<file path="src/rtl/vseq_pkg.sv">
// Shared definitions for the packed-vector add sequencer: FSM states,
// default geometry and the lane-index width helper.
// Optional build macro VSEQ_SAT_EN (saturating lanes) is handled in vlane_add.
package vseq_pkg;

  localparam int unsigned LANES_DEF = 4;
  localparam int unsigned W_DEF     = 8;

  typedef enum logic [1:0] {
    IDLE = 2'd0,
    RUN  = 2'd1,
    DONE = 2'd2
  } vseq_state_e;

  // Width of the lane index; at least one bit so the register always exists.
  function automatic int unsigned idx_width(input int unsigned lanes);
    return (lanes > 1) ? $clog2(lanes) : 1;
  endfunction

endpackage

</file>
<file path="src/rtl/vlane_add.sv">
// Shared W-bit lane adder with carry-out.
// Build macro VSEQ_SAT_EN: when defined, a carrying lane saturates to all-ones;
// otherwise the lane wraps modulo 2^W. The carry is reported raw in both builds.
module vlane_add
  import vseq_pkg::*;
#(
  parameter int unsigned W = W_DEF
) (
  input  logic [W-1:0] a,
  input  logic [W-1:0] b,
  output logic [W-1:0] sum_c,
  output logic         carry_c
);

  logic [W:0] full_c;

  // (W+1)-bit unsigned add, then optional saturation of the lane result
  always_comb begin
    full_c  = {1'b0, a} + {1'b0, b};
    carry_c = full_c[W];
`ifdef VSEQ_SAT_EN
    sum_c   = full_c[W] ? {W{1'b1}} : full_c[W-1:0];
`else
    sum_c   = full_c[W-1:0];
`endif
  end

endmodule

</file>
<file path="src/rtl/vec_add_seq.sv">
// Packed-vector add sequencer: latches two LANES x W operand vectors and
// walks one shared lane adder across them, lane 0 first, then pulses done.
// Build macro VSEQ_SAT_EN selects saturating lanes inside vlane_add; this
// module is identical in both builds.
module vec_add_seq
  import vseq_pkg::*;
#(
  parameter int unsigned LANES = LANES_DEF,
  parameter int unsigned W     = W_DEF
) (
  input  logic               clock,
  input  logic               reset,
  input  logic               start,
  input  logic [LANES*W-1:0] va,
  input  logic [LANES*W-1:0] vb,
  output logic               ready,
  output logic               busy,
  output logic               done,
  output logic [LANES*W-1:0] vout,
  output logic [LANES-1:0]   ovf
);

  localparam int unsigned   IW       = idx_width(LANES);
  localparam logic [IW-1:0] LAST_IDX = IW'(LANES - 1);

  vseq_state_e        state_q;
  vseq_state_e        state_d;
  logic [IW-1:0]      idx_q;
  logic [LANES*W-1:0] a_q;
  logic [LANES*W-1:0] b_q;
  logic [W-1:0]       lane_a_c;
  logic [W-1:0]       lane_b_c;
  logic [W-1:0]       lane_sum_c;
  logic               lane_carry_c;

  // Select the current lane of each latched operand
  always_comb begin
    lane_a_c = '0;
    lane_b_c = '0;
    for (int unsigned i = 0; i < LANES; i++) begin
      if (idx_q == IW'(i)) begin
        lane_a_c = a_q[i*W +: W];
        lane_b_c = b_q[i*W +: W];
      end
    end
  end

  vlane_add #(.W(W)) u_lane (
    .a       (lane_a_c),
    .b       (lane_b_c),
    .sum_c   (lane_sum_c),
    .carry_c (lane_carry_c)
  );

  // State register
  always_ff @(posedge clock or posedge reset) begin
    if (reset) state_q <= IDLE;
    else       state_q <= state_d;
  end

  // Next-state logic; start is only honoured in IDLE, so it is never queued
  always_comb begin
    state_d = state_q;
    case (state_q)
      IDLE:    if (start) state_d = RUN;
      RUN:     if (idx_q == LAST_IDX) state_d = DONE;
      DONE:    state_d = IDLE;
      default: state_d = IDLE;
    endcase
  end

  // Status flags registered from the next state so they track the state register
  always_ff @(posedge clock or posedge reset) begin
    if (reset) begin
      ready <= 1'b1;
      busy  <= 1'b0;
      done  <= 1'b0;
    end else begin
      ready <= (state_d == IDLE);
      busy  <= (state_d != IDLE);
      done  <= (state_d == DONE);
    end
  end

  // Operand latch, lane index and result assembly
  always_ff @(posedge clock or posedge reset) begin
    if (reset) begin
      a_q   <= '0;
      b_q   <= '0;
      idx_q <= '0;
      vout  <= '0;
      ovf   <= '0;
    end else begin
      case (state_q)
        IDLE: begin
          if (start) begin
            a_q   <= va;
            b_q   <= vb;
            idx_q <= '0;
            vout  <= '0;
            ovf   <= '0;
          end
        end
        RUN: begin
          for (int unsigned i = 0; i < LANES; i++) begin
            if (idx_q == IW'(i)) begin
              vout[i*W +: W] <= lane_sum_c;
              ovf[i]         <= lane_carry_c;
            end
          end
          if (idx_q != LAST_IDX) idx_q <= idx_q + IW'(1);
        end
        default: ;
      endcase
    end
  end

endmodule

</file>
<file path="config.mk">
export PLATFORM = sky130hd
export DESIGN_NAME = vec_add_seq
export DESIGN_NICKNAME = d
export VERILOG_FILES = /design/src/rtl/vseq_pkg.sv /design/src/rtl/vlane_add.sv /design/src/rtl/vec_add_seq.sv
export SDC_FILE = /design/constraint.sdc
export NUM_CORES = 1
export LEC_CHECK = 0
export ABC_AREA = 0
export BUFFER_PORTS_ARGS = -buffer_cell sky130_fd_sc_hd__buf_2
export CORE_MARGIN = 5
export CORE_UTILIZATION = 57
export CTS_BUF_LIST = sky130_fd_sc_hd__clkbuf_4 sky130_fd_sc_hd__clkbuf_8
export CTS_CLUSTER_DIAMETER = 30
export DETAILED_ROUTE_END_ITERATION = 8
export PLACE_DENSITY = 0.82
export SYNTH_ARGS = -nofsm -noshare
export SYNTH_HDL_FRONTEND = slang
export SYNTH_SLANG_ARGS = --single-unit
</file>
<file path="constraint.sdc">
create_clock -name clock -period 4.67 [get_ports clock]
set_input_delay 0.934 -clock clock [delete_from_list [all_inputs] [get_ports clock]]
set_output_delay 0.934 -clock clock [all_outputs]
set_load 0.01 [all_outputs]
</file>
==> results.md, run 1 <==
- Status: finished clean
- Setup crit start kind: flip-flop
- Reg2Reg Launch Point: idx_q[1]
- Register area share after synthesis: 0.5099
- Achievable frequency: 282.7 MHz
- Worst-Margin Slew: 0.9679 ns
- WP data arrival: 3.80 ns
- Hold Buf Count CTS: 0
- Drt pass-1 iters: 4
- Vias in the first global route: 3798
- Final Hold Viols: 0
- RSZ-0062 raised after global routing: no
- Die area: 11240 µm²
- R2r endpoint: ovf[0]
- Clock skew: 0.01168 ns
- Max Cap Viol: 0
- Async set-reset flop share out of synthesis: 1.000
- Placeable Area: 9109 µm²
- Max layer used: met4
- Hold Path Cell Cnt: 2
- Synth Net Count: 514
- Commonest non-fill, non-tap cell in the layout: dfrtp_1
- Routed wire per std cell: 17.72 µm
- CTS H-tree depth: 3
- DIE WIDTH: 106.0 µm
- Post-DP HPWL: 8538 µm
- Total wire length: 11460 µm
- Endpoints failing setup: 0
- Initial DRC count: 119
- Cell Area, Synth: 5254 µm²
- Commonest cells after routing, fill and taps aside: dfrtp_1, buf_2, nand2_1
- Die Ht: 106.0 µm
- # rows: 35
- Crit end category: flip-flop
- Fin crit share: 0.7575
- Yosys reg bits: 107
- R2r setup slk: 1.13 ns
- Metal2 WL: 5678 µm
- Max FO, Critical Path: 17
- Period minus WS final: 3.538 ns
- Vias/cell: 5.590
- Routability Congestion: 0.8663
- Fin area: 5934 µm²
- Yosys cell types: 44
- Pwr Total: 4.810 mW
- Initial antenna violation count: 0
- Final slew viol count: 0
- Metal-1 WL: 4941 µm
- Dominant synthesized flop cell: dfrtp_1
- Req. time, crit path: 4.94 ns
- Setup ws final: 1.132 ns
- Ys Warns: 0
- Finished Layout Cells: 647
- Leak: 2.890 nW
- Clock tree buffer depth: 2
- Syn Area/Cell: 12.11 µm²
- TritonCTS Sinks: 107
- Cts bufs inserted: 9
- Hold Path Class: flip-flop to flip-flop
- Largest net degree at the start of global routing: 81
- Worst-Skew Late Latency: 0.37 ns
- Number of cells after detailed placement: 631
- Cells after synthesis: 434
- CTS root buffer: clkbuf_8
- DR vias: 3617
- # IOs: 106
- Pre-CTS setup slack: 1.195 ns
- GRT overflow: 0
- Post-synth EDFFs: 0
- First-pass GRT wire length: 18850 µm
- Postcts setup bufs: 0
- PwrDens: 810.5 nW/µm²
- # DRC: 0
- Dpl cell area: 5748 µm²
- GRT Total Usage: 0.2129
- Setup TNS: 0 ns
- Max IR drop VDD: 0.3531 mV
- ANT nets after route: 0
- Met3 wire len: 676 µm
- Port Buffer Count: 105
- Initial Util: 0.5768
- WHS Endpoint: vout[27]
- Clk pin slew, worst setup/hold paths: 0.11 ns
- CTS tree: yes
- CTS-repair resized insts: 0
- WS Path Type: flip-flop to flip-flop
- ANT cells: 0
- P&R area growth vs syn: 12.96%
- R2R depth: 14
- Post-layout nets: 611
- Min-delay src: vout[27]
- Slew headroom: 0.3547
- Layout cells sized above 1: 0.3899
## cells in the mapped netlist, drive strengths merged (4+ instances only)
library cell | number | share of area
clkbuf | 11 | 0.0079
dfrtp | 106 | 0.50
mux2 | 67 | 0.19
a22o | 4 | 0.0067
ha | 12 | 0.029
nand2 | 68 | 0.049
nand3b | 16 | 0.023
o21ai | 48 | 0.048
a21oi | 38 | 0.038
o31ai | 7 | 0.012
inv | 7 | 0.0050
buf | 14 | 0.034
nor2 | 10 | 0.010
## cell families (layout without fill, tap and decap cells)
kind of cell | count (synthesis) | in the layout | synth area share
compound gates | 107 | 107 | 0.1203
flops | 107 | 107 | 0.5099
simple gates | 104 | 104 | 0.09645
mux | 67 | 67 | 0.1865
buf+inv | 32 | 134 | 0.04644
fa+ha+maj | 13 | 13 | 0.03239
xor+xnor | 4 | 4 | 0.008099
## stage by stage
stage / util / hold slack, ns
finish: 0.6515 / 0.4895
global route: 0.6515 / 0.5156
CTS: 0.6515 / 0.4862
detailed placement: 0.6310 / 0.4631
global placement: 0.6310 / 0.4568
floorplan: - / 0.4580
## report_power, final
group	switching, mW	total (mW)	internal [mW]
combinational	1.43	2.63	1.20
sequential	0.274	1.64	1.37
clock	0.334	0.537	0.203
## state kept, by name (all words and copies together), names as in the netlist
| signal | cells |
|---|---|
| ovf | 4 |
| done | 1 |
| state_q | 2 |
| a_q | 32 |
| b_q | 32 |
| idx_q | 2 |
| ready | 1 |
| busy | 1 |
| vout | 32 |
## final cells by class
type | instances | area, µm²
tap | 111 | 138.9
fill | 712 | 3174
sequential | 107 | 2679
inverter | 7 | 28.78
clock inverter | 7 | 62.56
timing repair buffer | 111 | 570.5
clock buffer | 9 | 123.9
multi-input combinational | 295 | 2331
## how the worst max path moves through the flow
stage / startpoint / end / slack [ns] / cells after the start
after floorplan: reset / a_q[0] / 0.92 / 1
after global placement: idx_q[1] / ovf[0] / 1.34 / 14
after detailed placement: idx_q[1] / ovf[0] / 1.19 / 14
after CTS: idx_q[1] / ovf[0] / 1.15 / 14
after global routing: idx_q[1] / ovf[0] / 0.82 / 14
final: idx_q[1] / ovf[0] / 1.13 / 14
## critical path, stage by stage, from the launching register on
cell and delay [ns]:
dfrtp_1 0.41, inv_1 0.10, ha_1 0.50, buf_4 0.28
nand3b_1 0.13, a21oi_1 0.08, a21oi_1 0.12, o21ai_1 0.08
ha_1 0.27, fa_1 0.46, a211oi_2 0.28, o21ai_1 0.12
a31oi_1 0.22, nor2_1 0.09, mux2_1 0.30
## routing by layer
layer	GRT usage	up-vias
li1	-	1714
met1	0.2788	1772
met2	0.3570	116
met3	0.04432	15
met4	0.06660	0
met5	0	-
No activity file was read; power rests on OpenSTA's default activity.
==> run 2: changes to the inputs <==
--- a/config.mk
+++ b/config.mk
@@ -8,11 +8,11 @@
 export ABC_AREA = 0
 export BUFFER_PORTS_ARGS = -buffer_cell sky130_fd_sc_hd__buf_2
 export CORE_MARGIN = 5
-export CORE_UTILIZATION = 57
+export CORE_UTILIZATION = 52
 export CTS_BUF_LIST = sky130_fd_sc_hd__clkbuf_4 sky130_fd_sc_hd__clkbuf_8
 export CTS_CLUSTER_DIAMETER = 30
 export DETAILED_ROUTE_END_ITERATION = 8
-export PLACE_DENSITY = 0.82
+export PLACE_DENSITY = 0.79
 export SYNTH_ARGS = -nofsm -noshare
 export SYNTH_HDL_FRONTEND = slang
 export SYNTH_SLANG_ARGS = --single-unit
==> constraint.sdc (replaced) <==
create_clock -name clock -period 2.92 [get_ports clock]
set_input_delay 0.584 -clock clock [delete_from_list [all_inputs] [get_ports clock]]
set_output_delay 0.584 -clock clock [all_outputs]
set_load 0.01 [all_outputs]
==> run 2 against run 1 <==
  * Critical path depth is 1 lower
  * Via count is 1.3% higher
  * Global-route usage is 2.1 points lower
  * Sequential share of layout area is 2.6 points lower
  * Die area is 8.7% higher
  * Cell count is 7.1% higher
  * Total power is 74% higher
  * Clock power is 63% higher
  * Clock-buffer cell count stayed put
  * Final area is 6.0% higher
  * Critical endpoint unchanged
  * Largest cell class unchanged
  * Largest power group unchanged
==> results.md, run 2 (same netlist as run 1, synthesis figures left out) <==
- Commonest non-fill, non-tap cell in the layout: dfrtp_1
- WS Path Type: flip-flop to flip-flop
- Post-layout nets: 635
- Crit path cell chain: buf_6 -> ha_4 -> buf_8 -> nand3b_1 -> a21oi_2 -> a21oi_1 -> o21ai_1 -> ha_1 -> a211oi_4 -> o21ai_1 -> a31oi_2 -> nor2_2 -> mux2_4
- P&R area growth vs syn: 19.72%
- Layout cells sized above 1: 0.4518
- ANT nets after route: 0
- Initial DRC count: 123
- Fin crit share: 0.9770
- DIE WIDTH: 110.5 µm
- CTS H-tree depth: 3
- Port Buffer Count: 105
- Most frequent CP cell: o21ai_1
- GRT Total Usage: 0.1916
- Post-DP HPWL: 8761 µm
- Worst-Margin Slew: 0.8367 ns
- Fillers: 781
- DR vias: 3664
- Placeable Area: 9819 µm²
- Endpoints failing setup: 0
- Final Hold Viols: 0
- Final slew viol count: 0
- Initial Util: 0.5350
- Routability Congestion: 0.8721
- Routed wire per std cell: 16.95 µm
- Req. time, crit path: 3.18 ns
- CTS root buffer: clkbuf_8
- # DRC: 0
- # IOs: 106
- Commonest cells after routing, fill and taps aside: dfrtp_1, buf_2, nand2_1
- GRT overflow: 0
- # rows: 36
- First-pass GRT wire length: 19260 µm
- Drt pass-1 iters: 4
- Worst-Skew Late Latency: 0.37 ns
- Status: finished clean
- Period minus WS final: 2.853 ns
- Cts bufs inserted: 9
- Final Util: 0.6405
- Top Registers: a_q x32, b_q x32, vout x32
- Max FO, Critical Path: 14
- Clock tree buffer depth: 2
- Slew headroom: 0.4410
- Largest stage delay, worst path: 0.41 ns
- Max IR drop VDD: 0.5570 mV
- Setup crit start kind: flip-flop
- Hold WS: 0.3627 ns
- Die area: 12210 µm²
- ANT cells: 0
- Hold Path Class: input pin to async pin
- Achievable frequency: 350.5 MHz
- CTS tree: yes
- Setup TNS: 0 ns
- TritonCTS Sinks: 107
- Total wire length: 11740 µm
- Initial antenna violation count: 0
- Finished Layout Cells: 693
- Vias in the first global route: 3844
- Number of cells after detailed placement: 674
- Clk pin slew, worst setup/hold paths: 0.10 ns
- Crit path max-delay cell type: dfrtp_1
- WP data arrival: 3.11 ns
- PwrDens: 1331 nW/µm²
- Clock skew: 0.01198 ns
- Die Ht: 110.5 µm
- Crit end category: flip-flop
- RSZ-0062 raised after global routing: yes
- Leak: 3.032 nW
- Largest net degree at the start of global routing: 66
- Max Cap Viol: 0
- Vias/cell: 5.287
run 2: what timing repair did:
item	CTS	global route
buffers inserted	1	3
pin swaps	2	16
hold buffers	0	0
resized for setup	6	23
endpoints found under the setup margin	19	23
run 2: report_power, final:
group | leakage, nW | switching [mW] | internal, mW
Clock | 0.0897 | 0.549 | 0.326
Sequential | 1.31 | 0.441 | 2.19
Combinational | 1.63 | 2.51 | 2.36
run 2: worst paths after layout:
check	start	end	slack, ns	cells past startpoint
max in group asynchronous	reset	b_q[2]	1.89	3
hold reg to reg	vout[11]	vout[11]	0.49	2
hold / removal	reset	busy	0.36	2
setup / recovery	idx_q[0]	ovf[0]	0.07	13
setup reg to reg	idx_q[0]	ovf[0]	0.07	13
min in group clock	va[30]	a_q[30]	0.43	2
run 2: layout make-up:
cell class | instances | area [µm²] | area share
clock inverter | 7 | 60.06 | 0.009548
multi-input combinational | 295 | 2424 | 0.3853
inverter | 7 | 30.03 | 0.004774
clock buffer | 9 | 123.9 | 0.01969
tap | 133 | 166.4 | 0.02646
sequential | 107 | 2679 | 0.4259
timing repair buffer | 135 | 807.0 | 0.1283
run 2: layer usage:
metal,vias up,wire [µm],track usage
met5,-,0,0
met4,0,108,0.04269
met3,13,602,0.03501
met2,120,5725,0.3163
met1,1772,5307,0.2648
li1,1759,-,-
run 2: critical path, delay by kind of cell (launching register included):
| family | cells | cell delay, ns |
|---|---|---|
| multiplexers | 1 | 0.29 |
| AO/OA/AOI/OAI | 6 | 1.02 |
| adder cells (fa/ha/maj) | 2 | 0.49 |
| AND/OR/NAND/NOR | 2 | 0.25 |
| flip-flops | 1 | 0.41 |
| buffers and inverters | 2 | 0.28 |
run 2: per-stage QoR:
stage | power, mW | area (µm²) | setup WS [ns]
3_3_place_gp | 7.023 | 5972 | -0.01596
3_5_place_dp | 7.158 | 5972 | -0.1303
6_report | 8.375 | 6290 | 0.06726
2_1_floorplan | 5.853 | 5259 | 0.01403
5_1_grt | 8.965 | 6290 | -0.07985
4_1_cts | 8.091 | 6183 | 0.007549
